--- src/rtl/xor_arb_pkg.sv ---
// Shared definitions for the bit-serial EXOR arbiter.
//   - FSM state encodings (IDLE/RUN/DONE)
//   - default operand width
//   - cnt_width(): bit-counter width, max(1, clog2(width))
package xor_arb_pkg;

  localparam int unsigned DEFAULT_WIDTH = 8;

  localparam logic [1:0] IDLE = 2'b00;
  localparam logic [1:0] RUN  = 2'b01;
  localparam logic [1:0] DONE = 2'b10;

  function automatic int unsigned cnt_width(input int unsigned width);
    return (width <= 2) ? 1 : $clog2(width);
  endfunction

endpackage

--- src/rtl/xor_serial_arbiter_exor.sv ---
// Single-bit EXOR cell, the shared datapath element of the serial arbiter.
// Ports:
//   O  - I1 XOR I2
//   I1 - operand bit 1
//   I2 - operand bit 2
module xor_serial_arbiter_exor (
  output logic O,
  input  logic I1,
  input  logic I2
);

  assign O = I1 ^ I2;

endmodule

--- src/rtl/xor_serial_arbiter.sv ---
// Bit-serial XOR controller sharing one EXOR cell between two requesters.
// Round-robin arbitration in IDLE, WIDTH RUN cycles feeding operand bits
// LSB-first through the cell, then a one-cycle DONE with the result.
// Ports:
//   clk, rst            - clock (rising edge), async active-high reset
//   req0/a0/b0 -> ack0  - requester 0 request, operands, accept pulse
//   req1/a1/b1 -> ack1  - requester 1 request, operands, accept pulse
//   busy                - high in RUN and DONE
//   done, done_id       - result-valid pulse and owning requester
//   result              - A XOR B of the owner (valid with done)
//   parity              - reduction XOR of result, only when the
//                         XOR_ARB_PARITY_EN macro is defined
module xor_serial_arbiter #(
  parameter int unsigned WIDTH = xor_arb_pkg::DEFAULT_WIDTH
) (
  input  logic             clk,
  input  logic             rst,
  input  logic             req0,
  input  logic [WIDTH-1:0] a0,
  input  logic [WIDTH-1:0] b0,
  output logic             ack0,
  input  logic             req1,
  input  logic [WIDTH-1:0] a1,
  input  logic [WIDTH-1:0] b1,
  output logic             ack1,
  output logic             busy,
  output logic             done,
  output logic             done_id,
  output logic [WIDTH-1:0] result
`ifdef XOR_ARB_PARITY_EN
  ,
  output logic             parity
`endif
);

  import xor_arb_pkg::*;

  localparam int unsigned CW = cnt_width(WIDTH);
  localparam logic [CW-1:0] CNT_ONE  = CW'(1);
  localparam logic [CW-1:0] CNT_LAST = CW'(WIDTH - 1);

  logic [1:0]       state_q, state_d;
  logic [CW-1:0]    cnt_q, cnt_d;
  logic [WIDTH-1:0] a_sh_q, a_sh_d;
  logic [WIDTH-1:0] b_sh_q, b_sh_d;
  logic [WIDTH-1:0] result_q, result_d;
  logic             owner_q, owner_d;
  logic             rr_q, rr_d;
  logic             ack0_q, ack0_d;
  logic             ack1_q, ack1_d;
  logic             busy_q, busy_d;
  logic             done_q, done_d;
  logic             done_id_q, done_id_d;
`ifdef XOR_ARB_PARITY_EN
  logic             parity_q, parity_d;
`endif

  logic exor_o;
  logic grant0, grant1;

  xor_serial_arbiter_exor u_exor (
    .O  (exor_o),
    .I1 (a_sh_q[0]),
    .I2 (b_sh_q[0])
  );

  // rr_q holds the last served requester; on a tie the other one wins.
  assign grant0 = req0 & (~req1 | rr_q);
  assign grant1 = req1 & (~req0 | ~rr_q);

  always_comb begin
    state_d   = state_q;
    cnt_d     = cnt_q;
    a_sh_d    = a_sh_q;
    b_sh_d    = b_sh_q;
    result_d  = result_q;
    owner_d   = owner_q;
    rr_d      = rr_q;
    ack0_d    = 1'b0;
    ack1_d    = 1'b0;
    busy_d    = busy_q;
    done_d    = 1'b0;
    done_id_d = done_id_q;
`ifdef XOR_ARB_PARITY_EN
    parity_d  = parity_q;
`endif
    unique case (state_q)
      IDLE: begin
        if (grant0 || grant1) begin
          a_sh_d  = grant0 ? a0 : a1;
          b_sh_d  = grant0 ? b0 : b1;
          owner_d = grant1;
          cnt_d   = '0;
          ack0_d  = grant0;
          ack1_d  = grant1;
          busy_d  = 1'b1;
          state_d = RUN;
`ifdef XOR_ARB_PARITY_EN
          parity_d = 1'b0;
`endif
        end
      end
      RUN: begin
        // Result fills from the MSB so bit 0 lands in place after WIDTH shifts.
        result_d            = result_q >> 1;
        result_d[WIDTH-1]   = exor_o;
        a_sh_d              = a_sh_q >> 1;
        b_sh_d              = b_sh_q >> 1;
        cnt_d               = cnt_q + CNT_ONE;
`ifdef XOR_ARB_PARITY_EN
        parity_d            = parity_q ^ exor_o;
`endif
        if (cnt_q == CNT_LAST) begin
          state_d   = DONE;
          done_d    = 1'b1;
          done_id_d = owner_q;
        end
      end
      DONE: begin
        rr_d    = owner_q;
        busy_d  = 1'b0;
        state_d = IDLE;
      end
      default: begin
        busy_d  = 1'b0;
        state_d = IDLE;
      end
    endcase
  end

  always_ff @(posedge clk or posedge rst) begin
    if (rst) begin
      state_q   <= IDLE;
      cnt_q     <= '0;
      a_sh_q    <= '0;
      b_sh_q    <= '0;
      result_q  <= '0;
      owner_q   <= 1'b0;
      rr_q      <= 1'b1;
      ack0_q    <= 1'b0;
      ack1_q    <= 1'b0;
      busy_q    <= 1'b0;
      done_q    <= 1'b0;
      done_id_q <= 1'b0;
`ifdef XOR_ARB_PARITY_EN
      parity_q  <= 1'b0;
`endif
    end else begin
      state_q   <= state_d;
      cnt_q     <= cnt_d;
      a_sh_q    <= a_sh_d;
      b_sh_q    <= b_sh_d;
      result_q  <= result_d;
      owner_q   <= owner_d;
      rr_q      <= rr_d;
      ack0_q    <= ack0_d;
      ack1_q    <= ack1_d;
      busy_q    <= busy_d;
      done_q    <= done_d;
      done_id_q <= done_id_d;
`ifdef XOR_ARB_PARITY_EN
      parity_q  <= parity_d;
`endif
    end
  end

  assign ack0    = ack0_q;
  assign ack1    = ack1_q;
  assign busy    = busy_q;
  assign done    = done_q;
  assign done_id = done_id_q;
  assign result  = result_q;
`ifdef XOR_ARB_PARITY_EN
  assign parity  = parity_q;
`endif

endmodule

--- config.mk ---
export PLATFORM = sky130hd
export DESIGN_NAME = xor_serial_arbiter
export DESIGN_NICKNAME = d
export VERILOG_FILES = /design/src/rtl/xor_arb_pkg.sv /design/src/rtl/xor_serial_arbiter_exor.sv /design/src/rtl/xor_serial_arbiter.sv
export SDC_FILE = /design/constraint.sdc
export NUM_CORES = 1
export LEC_CHECK = 0
export BUFFER_PORTS_ARGS = -buffer_cell sky130_fd_sc_hd__buf_2
export CAP_MARGIN = 20
export CORE_ASPECT_RATIO = 0.8
export CORE_MARGIN = 2
export CORE_UTILIZATION = 45
export DETAILED_ROUTE_END_ITERATION = 10
export HOLD_SLACK_MARGIN = 0.02
export PLACE_DENSITY = 0.67
export SLEW_MARGIN = 40
export SYNTH_ARGS = -nofsm -noshare
export SYNTH_HDL_FRONTEND = slang
export SYNTH_HIERARCHICAL = 1
export SYNTH_SLANG_ARGS = --single-unit
--- constraint.sdc ---
create_clock -name clk -period 1.64 [get_ports clk]
set_clock_uncertainty 0.1 [all_clocks]
set_input_delay 0.41 -clock clk [delete_from_list [all_inputs] [get_ports clk]]
set_output_delay 0.41 -clock clk [all_outputs]
set_load 0.02 [all_outputs]
# ---- Word-level counts from Yosys, hierarchy flattened
# Index checks and enable logic that the tools add are counted.
# Widths: inputs -> output; s select.
dict set report totals {
  output_inout_bits 13
  register_bits 36
  wordCells 54
  input_bits 36
}
dict set report classes {
  mux 19
  reduce_logical 8
  bitwise 9
  add_sub_neg 1
  n_eq_ne 5
}
# operator count
set ops {}
lappend ops {{$mux 8} 4}
lappend ops {{$pmux 8 s2} 2}
lappend ops {{$reduce_and 2->1} 5}
lappend ops {{$mux 1} 7}
lappend ops {{$pmux 3 s2} 1}
lappend ops {{$mux 2} 2}
lappend ops {{$ne 2x2->1 const B} 2}
lappend ops {{$not 1->1} 4}
lappend ops {{$pmux 2 s2} 1}
lappend ops {{$add 3x1->3 const B} 1}
lappend ops {{$eq 3x3->1 const B} 1}
lappend ops {{$mux 3} 1}
lappend ops {{$and 1x1->1} 2}
lappend ops {{$eq 2x1->1 const B} 1}
lappend ops {{$eq 2x2->1 const B} 1}
lappend ops {{$logic_not 2->1} 1}
lappend ops {{$or 1x1->1} 2}
lappend ops {{$pmux 1 s2} 1}
lappend ops {{$reduce_bool 2->1} 1}
lappend ops {{$logic_or 1x1->1} 1}
lappend ops {{$xor 1x1->1} 1}

# ---- Logic depth before layout (Yosys ltp)
# Gate-level depths: netlist of the first run.
dict set report depth {
  word_depth 6
  ltp_mapped 6
  depth_no_buf 4
}

# ---- Hierarchy
# Netlist of the first run, hierarchy kept.
# module cells_per_inst area_per_inst_um2 seq_area_each_um2 n_inst
set by_module_without_submodules {}
lappend by_module_without_submodules {xor_serial_arbiter 160 1890.6 902.1 1}
lappend by_module_without_submodules {xor_serial_arbiter_exor 1 8.8 0.0 1}

# ---- Worst setup path after synthesis of the first run
# Ideal clock, no wire load.
dict set report synth_path {
  kind {register to register}
  startpoint {reg rr_q}
  endpoint {reg a_sh_q[2]}
  synth_period_minus_slack_ns 1.429
  setup_time_ns 0.092
  path_slack_ns 0.211
  t_required_ns 1.448
  arrival_time_ns 1.237
  path_stages_with_launch 7
  path_buffers 2
  cell_sequence {dfstp_2 -> nand2b_1 -> buf_6 -> buf_8 -> a31o_1 -> a21oi_2 -> o31ai_2}
}
dict set report synth_via {
  elab_chain_len 6
  elab_cells_between_ends 11
  classes_between {eq/ne (1); mux (3); bitwise (5); reduce/logical (2)}
}
# element line
set synth_rtl {}
lappend synth_rtl {{start: declaration} xor_serial_arbiter.sv:48} ;# logic rr_q, rr_d;
lappend synth_rtl {{start signal: assignment} xor_serial_arbiter.sv:155} ;# rr_q <= rr_d;
lappend synth_rtl {{$not 1->1} xor_serial_arbiter.sv:69} ;# assign grant1 = req1 & (~req0 | ~rr_q);
lappend synth_rtl {{$or 1x1->1} xor_serial_arbiter.sv:69}
lappend synth_rtl {{$and 1x1->1} xor_serial_arbiter.sv:69}
lappend synth_rtl {{$logic_or 1x1->1} xor_serial_arbiter.sv:89} ;# if (grant0 || grant1) begin
lappend synth_rtl {{$ne 2x2->1 (no line)} n/a}
lappend synth_rtl {{$reduce_and 2->1 (no line)} n/a}
lappend synth_rtl {{end signal: assignment} xor_serial_arbiter.sv:151} ;# a_sh_q <= a_sh_d;
lappend synth_rtl {{end: declaration} xor_serial_arbiter.sv:44} ;# logic [WIDTH-1:0] a_sh_q, a_sh_d;
# Parallel ways exist; a longest one is shown, timed or not. The select of a mux whose other input is x is not followed.
# A chain may end at the register's enable or synchronous reset.

# ---- Worst setup path after layout of the first run
dict set report layout_path {
  startpoint {reg rr_q}
  endpoint {reg b_sh_q[7]}
}
dict set report layout_via {
  elab_chain_len 6
  elab_cells_between_ends 11
  classes_between {eq/ne (1); mux (3); bitwise (5); reduce/logical (2)}
}
# element line
set layout_rtl {}
lappend layout_rtl {{$not 1->1} xor_serial_arbiter.sv:69}
lappend layout_rtl {{$or 1x1->1} xor_serial_arbiter.sv:69}
lappend layout_rtl {{$and 1x1->1} xor_serial_arbiter.sv:69}
lappend layout_rtl {{$logic_or 1x1->1} xor_serial_arbiter.sv:89}
lappend layout_rtl {{$ne 2x2->1 (no line)} n/a}
lappend layout_rtl {{$reduce_and 2->1 (no line)} n/a}
lappend layout_rtl {{end signal: assignment} xor_serial_arbiter.sv:152} ;# b_sh_q <= b_sh_d;
lappend layout_rtl {{end: declaration} xor_serial_arbiter.sv:45} ;# logic [WIDTH-1:0] b_sh_q, b_sh_d;
# Parallel ways exist; a longest one is shown, timed or not. The select of a mux whose other input is x is not followed.

==> qor.yml, run 1 <==
outcome: "completed"
die_width_um: 76.64
p_int_mw: 2.778
cts_root_buf: "clkbuf_8"
tightest_slew_ns: 0.2443
critPathKind: "register to register"
startpoint_type: "register"
n_antenna_cell: 0
final_common_cell: "buf_2"
finalSetupViolCount: 0
firstDrtPassIters: 4
avgSynthCellArea_um2: 11.80
routed_wl_mm: 4.001
tritoncts: "built"
post-route-period-util: 0.9329
area_growth_pct: 21.21
synth_cells: 161
clock_latency_ns: 0.28
yosys_warnings: 6
place.gp.congestion: 0.7544
drive_above_1_share: 0.4319
final_net_count: 250
grt_use_total: 0.1826
power_density_nw_per_um2: 1955
seq_area_frac_synth: 0.4750
critPathArrivalTime_ns: 1.62
hpwl_mm: 2.823
slew_violations: 0
ir_worst_vdd_mv: 1.224
syn_nets: 199
finalHoldViolCount: 0
post_cts_buffers: 0
synth_area_um2: 1899
synth_edf_count: 0
grt_pass1_wl_mm: 6.768
die_h_um: 62.11
relSlewSlack: 0.8357
grt_max_degree: 37
die-area_um2: 4760
grt_overflow: 0
total_leakage_power_nw: 1.033
hold_path_class: "input pin to asynchronous set/reset pin"
cts_sinks: 36
p_sw_mw: 1.723
reg2reg_from: "rr_q"
combPwrFrac: 0.510
grt_antenna_before_repair: 0
final_cell_mix: "buf_2 (48), dfrtp_1 (35), nand2_1 (17)"
std_cell_rows: 21
seqPwrFrac: 0.348
maxCapViolations: 0
core-area_um2: 4125
cts_resized: 0
instances_no_fill: 270
hold_buffers: 0
ios: 49
p_total_mw: 4.501
cts_made_buffers: 5
crit_path_end_kind: "register"
grt_pass1_vias: 1473
cp.required_ns: 1.73
fmax_ghz: 0.6536
io_buffers: 48
first_iter_violations: 88
n_fill_cell: 358
yosysUniqueCellTypes: 34
start_util: 0.4604
htreeDepth: 2
dpl_worst_slack_ns: 0.03578
routedWlPerCell_um: 14.82
crit_fanout: 17
sw_frac_of_total: 0.3828
cp-startpoint: "rr_q"
synth_ff_type: "dfrtp_1"
placed_cells: 262
yosys_register_bits: 36
route.antenna.remaining_nets: 0
remaining_drc_errors: 0
finalSetupTns_ns: 0
vias: 1411
setup_ws_ns: 0.1101
avgViaCountPerCell: 5.226
pwr-share-clk: 0.142
rsz0062_at_grt: "false"
clock_path_buffers: 2
postSynth.asyncResetShare: 1.000
clk_pin_slew_ns: 0.07
period_needed_ns: 1.530
==> per-layer routing <==
layer,wire (um),GRT usage,vias to the layer above
met4,61,0.07955,0
met2,1943,0.2998,40
met5,0,0,-
li1,-,-,674
met3,224,0.05233,8
met1,1771,0.2258,689
==> kinds of logic (layout without fill, tap and decap cells) <==
group | count (synthesis) | after routing | share of synthesized area
compound gates | 52 | 52 | 0.2470
xor+xnor | 1 | 1 | 0.004612
fa+ha+maj | 2 | 2 | 0.01317
buf+inv | 16 | 68 | 0.06719
flops | 36 | 36 | 0.4750
mux | 12 | 12 | 0.07180
simple gates | 42 | 42 | 0.1212
==> final timing paths <==
path                                  end  slack, ns  depth (start not counted)
worst max-delay path            b_sh_q[7]       0.11                          5
worst min-delay path            result[1]       0.06                          3
worst max register to register  b_sh_q[7]       0.11                          5
worst min register to register  result[0]       0.39                          1
max in group asynchronous            rr_q       1.12                          3
min in group clk                     ack1       0.30                          3
==> worst max-delay path: stages (launching register included) <==
cell	delay, ns
dfstp_2	0.53
nand2b_1	0.16
buf_12	0.16
nand2_8	0.13
mux2i_1	0.15
o31ai_1	0.20
==> power by group through the flow <==
| stage | combinational, mW | sequential, mW | clock (mW) |
|---|---|---|---|
| after CTS | 2.32 | 1.57 | 0.671 |
| after global placement | 2.24 | 1.55 | 0 |
| after detailed placement | 2.31 | 1.58 | 0 |
| after floorplan | 1.64 | 1.69 | 0 |
| final | 2.30 | 1.57 | 0.641 |
| after global routing | 2.51 | 1.62 | 0.729 |
==> area by class of cell <==
class / count / area [um^2] / area share
Clock buffer: 8 / 90.09 / 0.03913
Inverter: 3 / 11.26 / 0.004891
Multi-Input combinational cell: 109 / 869.6 / 0.3777
Sequential cell: 36 / 902.1 / 0.3918
Tap cell: 57 / 71.32 / 0.03098
Timing Repair Buffer: 57 / 357.8 / 0.1554
==> registers in the layout, summed over array words and instances (netlist names) <==
signal,flops
cnt_q,3
b_sh_q,8
a_sh_q,8
ack0,1
done_id,1
owner_q,1
ack1,1
busy,1
result,8
done,1
state_q,2
rr_q,1
==> through the flow <==
step	hold WS [ns]	cell area [um^2]	utilization
global placement	0.3634	2212	0.5362
CTS	0.06782	2302	0.5581
global route	0.07915	2302	0.5581
floorplan	0.3492	1899	-
detailed placement	0.3767	2212	0.5362
finish	0.06306	2302	0.5581
==> synthesized netlist by cell type, types with 2 or more instances <==
| master | instances | area share |
|---|---|---|
| dfrtp_1 | 35 | 0.46 |
| nand2_1 | 17 | 0.034 |
| a31o_1 | 14 | 0.065 |
| nor2b_1 | 14 | 0.046 |
| a21oi_2 | 10 | 0.046 |
| o31ai_2 | 10 | 0.066 |
| mux2_1 | 8 | 0.047 |
| o31ai_1 | 7 | 0.028 |
| a21oi_1 | 6 | 0.016 |
| nor2_1 | 5 | 0.0099 |
| buf_4 | 4 | 0.016 |
| buf_6 | 3 | 0.018 |
| a22o_1 | 2 | 0.0092 |
| buf_2 | 2 | 0.0053 |
| clkbuf_1 | 2 | 0.0040 |
| ha_1 | 2 | 0.013 |
| inv_1 | 2 | 0.0040 |
| mux2i_1 | 2 | 0.011 |
Power figures use the tool's default switching activity.
==> run 2, diff against run 1 <==
- clock period: 1.64 -> 1.8 ns (I/O delays scaled with it)
==> run 2 against run 1 <==
Effect of this change: fmax is 3.9% lower; sequential cell count stayed put; critical path depth unchanged; final cell count shrank 0.74%; power is 9.3% lower; via count down 3.2%; worst setup slack improved by 0.098 ns; sequential power shrank 10%; core utilization down 0.30 points; die area unchanged; register-to-register slack gained 0.098 ns; largest power group unchanged.
==> qor.yml, run 2 (synthesis gave the netlist of run 1 again) <==
outcome: "completed"
hold_buffers: 0
worstRegToRegCells: 5
maxCapViolations: 0
routed_wl_mm: 3.888
std_cell_rows: 21
startpoint_type: "register"
slew_violations: 0
top_layer_used: "met4"
cts_root_buf: "clkbuf_8"
io_buffers: 48
ir_worst_vdd_mv: 0.8635
ios: 49
cts_made_buffers: 5
route.antenna.remaining_nets: 0
fmax_ghz: 0.6281
grt_overflow: 0
finalSetupTns_ns: 0
critPathKind: "register to register"
core-area_um2: 4125
finalSetupViolCount: 0
wl_met1_mm: 1.779
finalHoldViolCount: 0
die_width_um: 76.64
final_cell_mix: "buf_2 (48), dfrtp_1 (35), nand2_1 (17)"
hpwl_mm: 2.717
crit_path_end_kind: "register"
firstDrtPassIters: 4
cts_resized: 0
avgViaCountPerCell: 5.097
final_area_um2: 2290
n_fill_cell: 379
tritoncts: "built"
clock_path_buffers: 2
grt_pass1_vias: 1376
cts_sinks: 36
hold_path_class: "input pin to asynchronous set/reset pin"
htreeDepth: 2
grt_pass1_wl_mm: 6.520
period_needed_ns: 1.592
n_antenna_cell: 0
drive_above_1_share: 0.4360
grt_use_total: 0.1747
first_iter_violations: 54
wl_met3_um: 234
place_area_um2: 2197
cp.required_ns: 1.88
remaining_drc_errors: 0
grt_max_degree: 37
area_growth_pct: 20.55
routedWlPerCell_um: 14.51
crit_fanout: 7
die-area_um2: 4760
post_cts_buffers: 0
die_h_um: 62.11
final_net_count: 248
final_common_cell: "buf_2"
place.gp.congestion: 0.8104
wl_met2_mm: 1.835
critPathArrivalTime_ns: 1.67
clock_latency_ns: 0.28
start_util: 0.4604
tightest_slew_ns: 0.4516
power_density_nw_per_um2: 1783
post-route-period-util: 0.8846
rsz0062_at_grt: "false"
clk_pin_slew_ns: 0.08
total_leakage_power_nw: 1.029
vias: 1366
grt_antenna_before_repair: 0
relSlewSlack: 0.6989
[run 2: power breakdown]
group	switching (mW)	internal, mW	leakage [nW]	total (mW)
Sequential	0.210	1.20	0.439	1.41
Combinational	1.08	1.00	0.539	2.08
Clock	0.284	0.305	0.0510	0.590
[run 2: final timing paths]
| check | startpoint | to | slack (ns) |
|---|---|---|---|
| worst max-delay path | state_q[1] | a_sh_q[4] | 0.21 |
| worst min-delay path | rst | b_sh_q[2] | 0.16 |
| worst max register to register | state_q[1] | a_sh_q[4] | 0.21 |
| worst min register to register | a_sh_q[7] | a_sh_q[7] | 0.38 |
| max in group asynchronous | rst | rr_q | 1.09 |
| min in group clk | req1 | ack1 | 0.34 |
[run 2: worst max-delay path, stage by stage (launching register included)]
cell,delay (ns)
dfrtp_1,0.44
nor2b_2,0.35
buf_4,0.21
a31o_1,0.10
a21oi_1,0.04
o31ai_1,0.25
[run 2: per-layer routing]
layer  vias to the layer above  track usage
li1                        669            -
met1                       656       0.2296
met2                        37       0.2799
met3                         4      0.05233
met4                         0      0.05455
met5                         -            0
[run 2: layout make-up]
class	instances	area [um^2]	share of cell area
clock inverter	2	10.01	0.004372
tap	57	71.32	0.03115
timing repair buffer	55	342.8	0.1497
sequential	36	902.1	0.3940
multi-input combinational	109	869.6	0.3798
inverter	3	11.26	0.004918
clock buffer	6	82.58	0.03607
[run 2: per-stage QoR]
| step | utilization | power [mW] | hold WS (ns) | instances | setup slack (ns) |
|---|---|---|---|---|---|
| 2_1_floorplan | - | 3.035 | 0.3492 | 161 | 0.3638 |
| 3_3_place_gp | 0.5326 | 3.440 | 0.3611 | 260 | 0.2798 |
| 3_5_place_dp | 0.5326 | 3.520 | 0.3683 | 260 | 0.2131 |
| 4_1_cts | 0.5551 | 4.133 | 0.1711 | 268 | 0.1964 |
| 5_1_grt | 0.5551 | 4.427 | 0.1928 | 268 | 0.04240 |
| 6_report | 0.5551 | 4.082 | 0.1633 | 268 | 0.2078 |
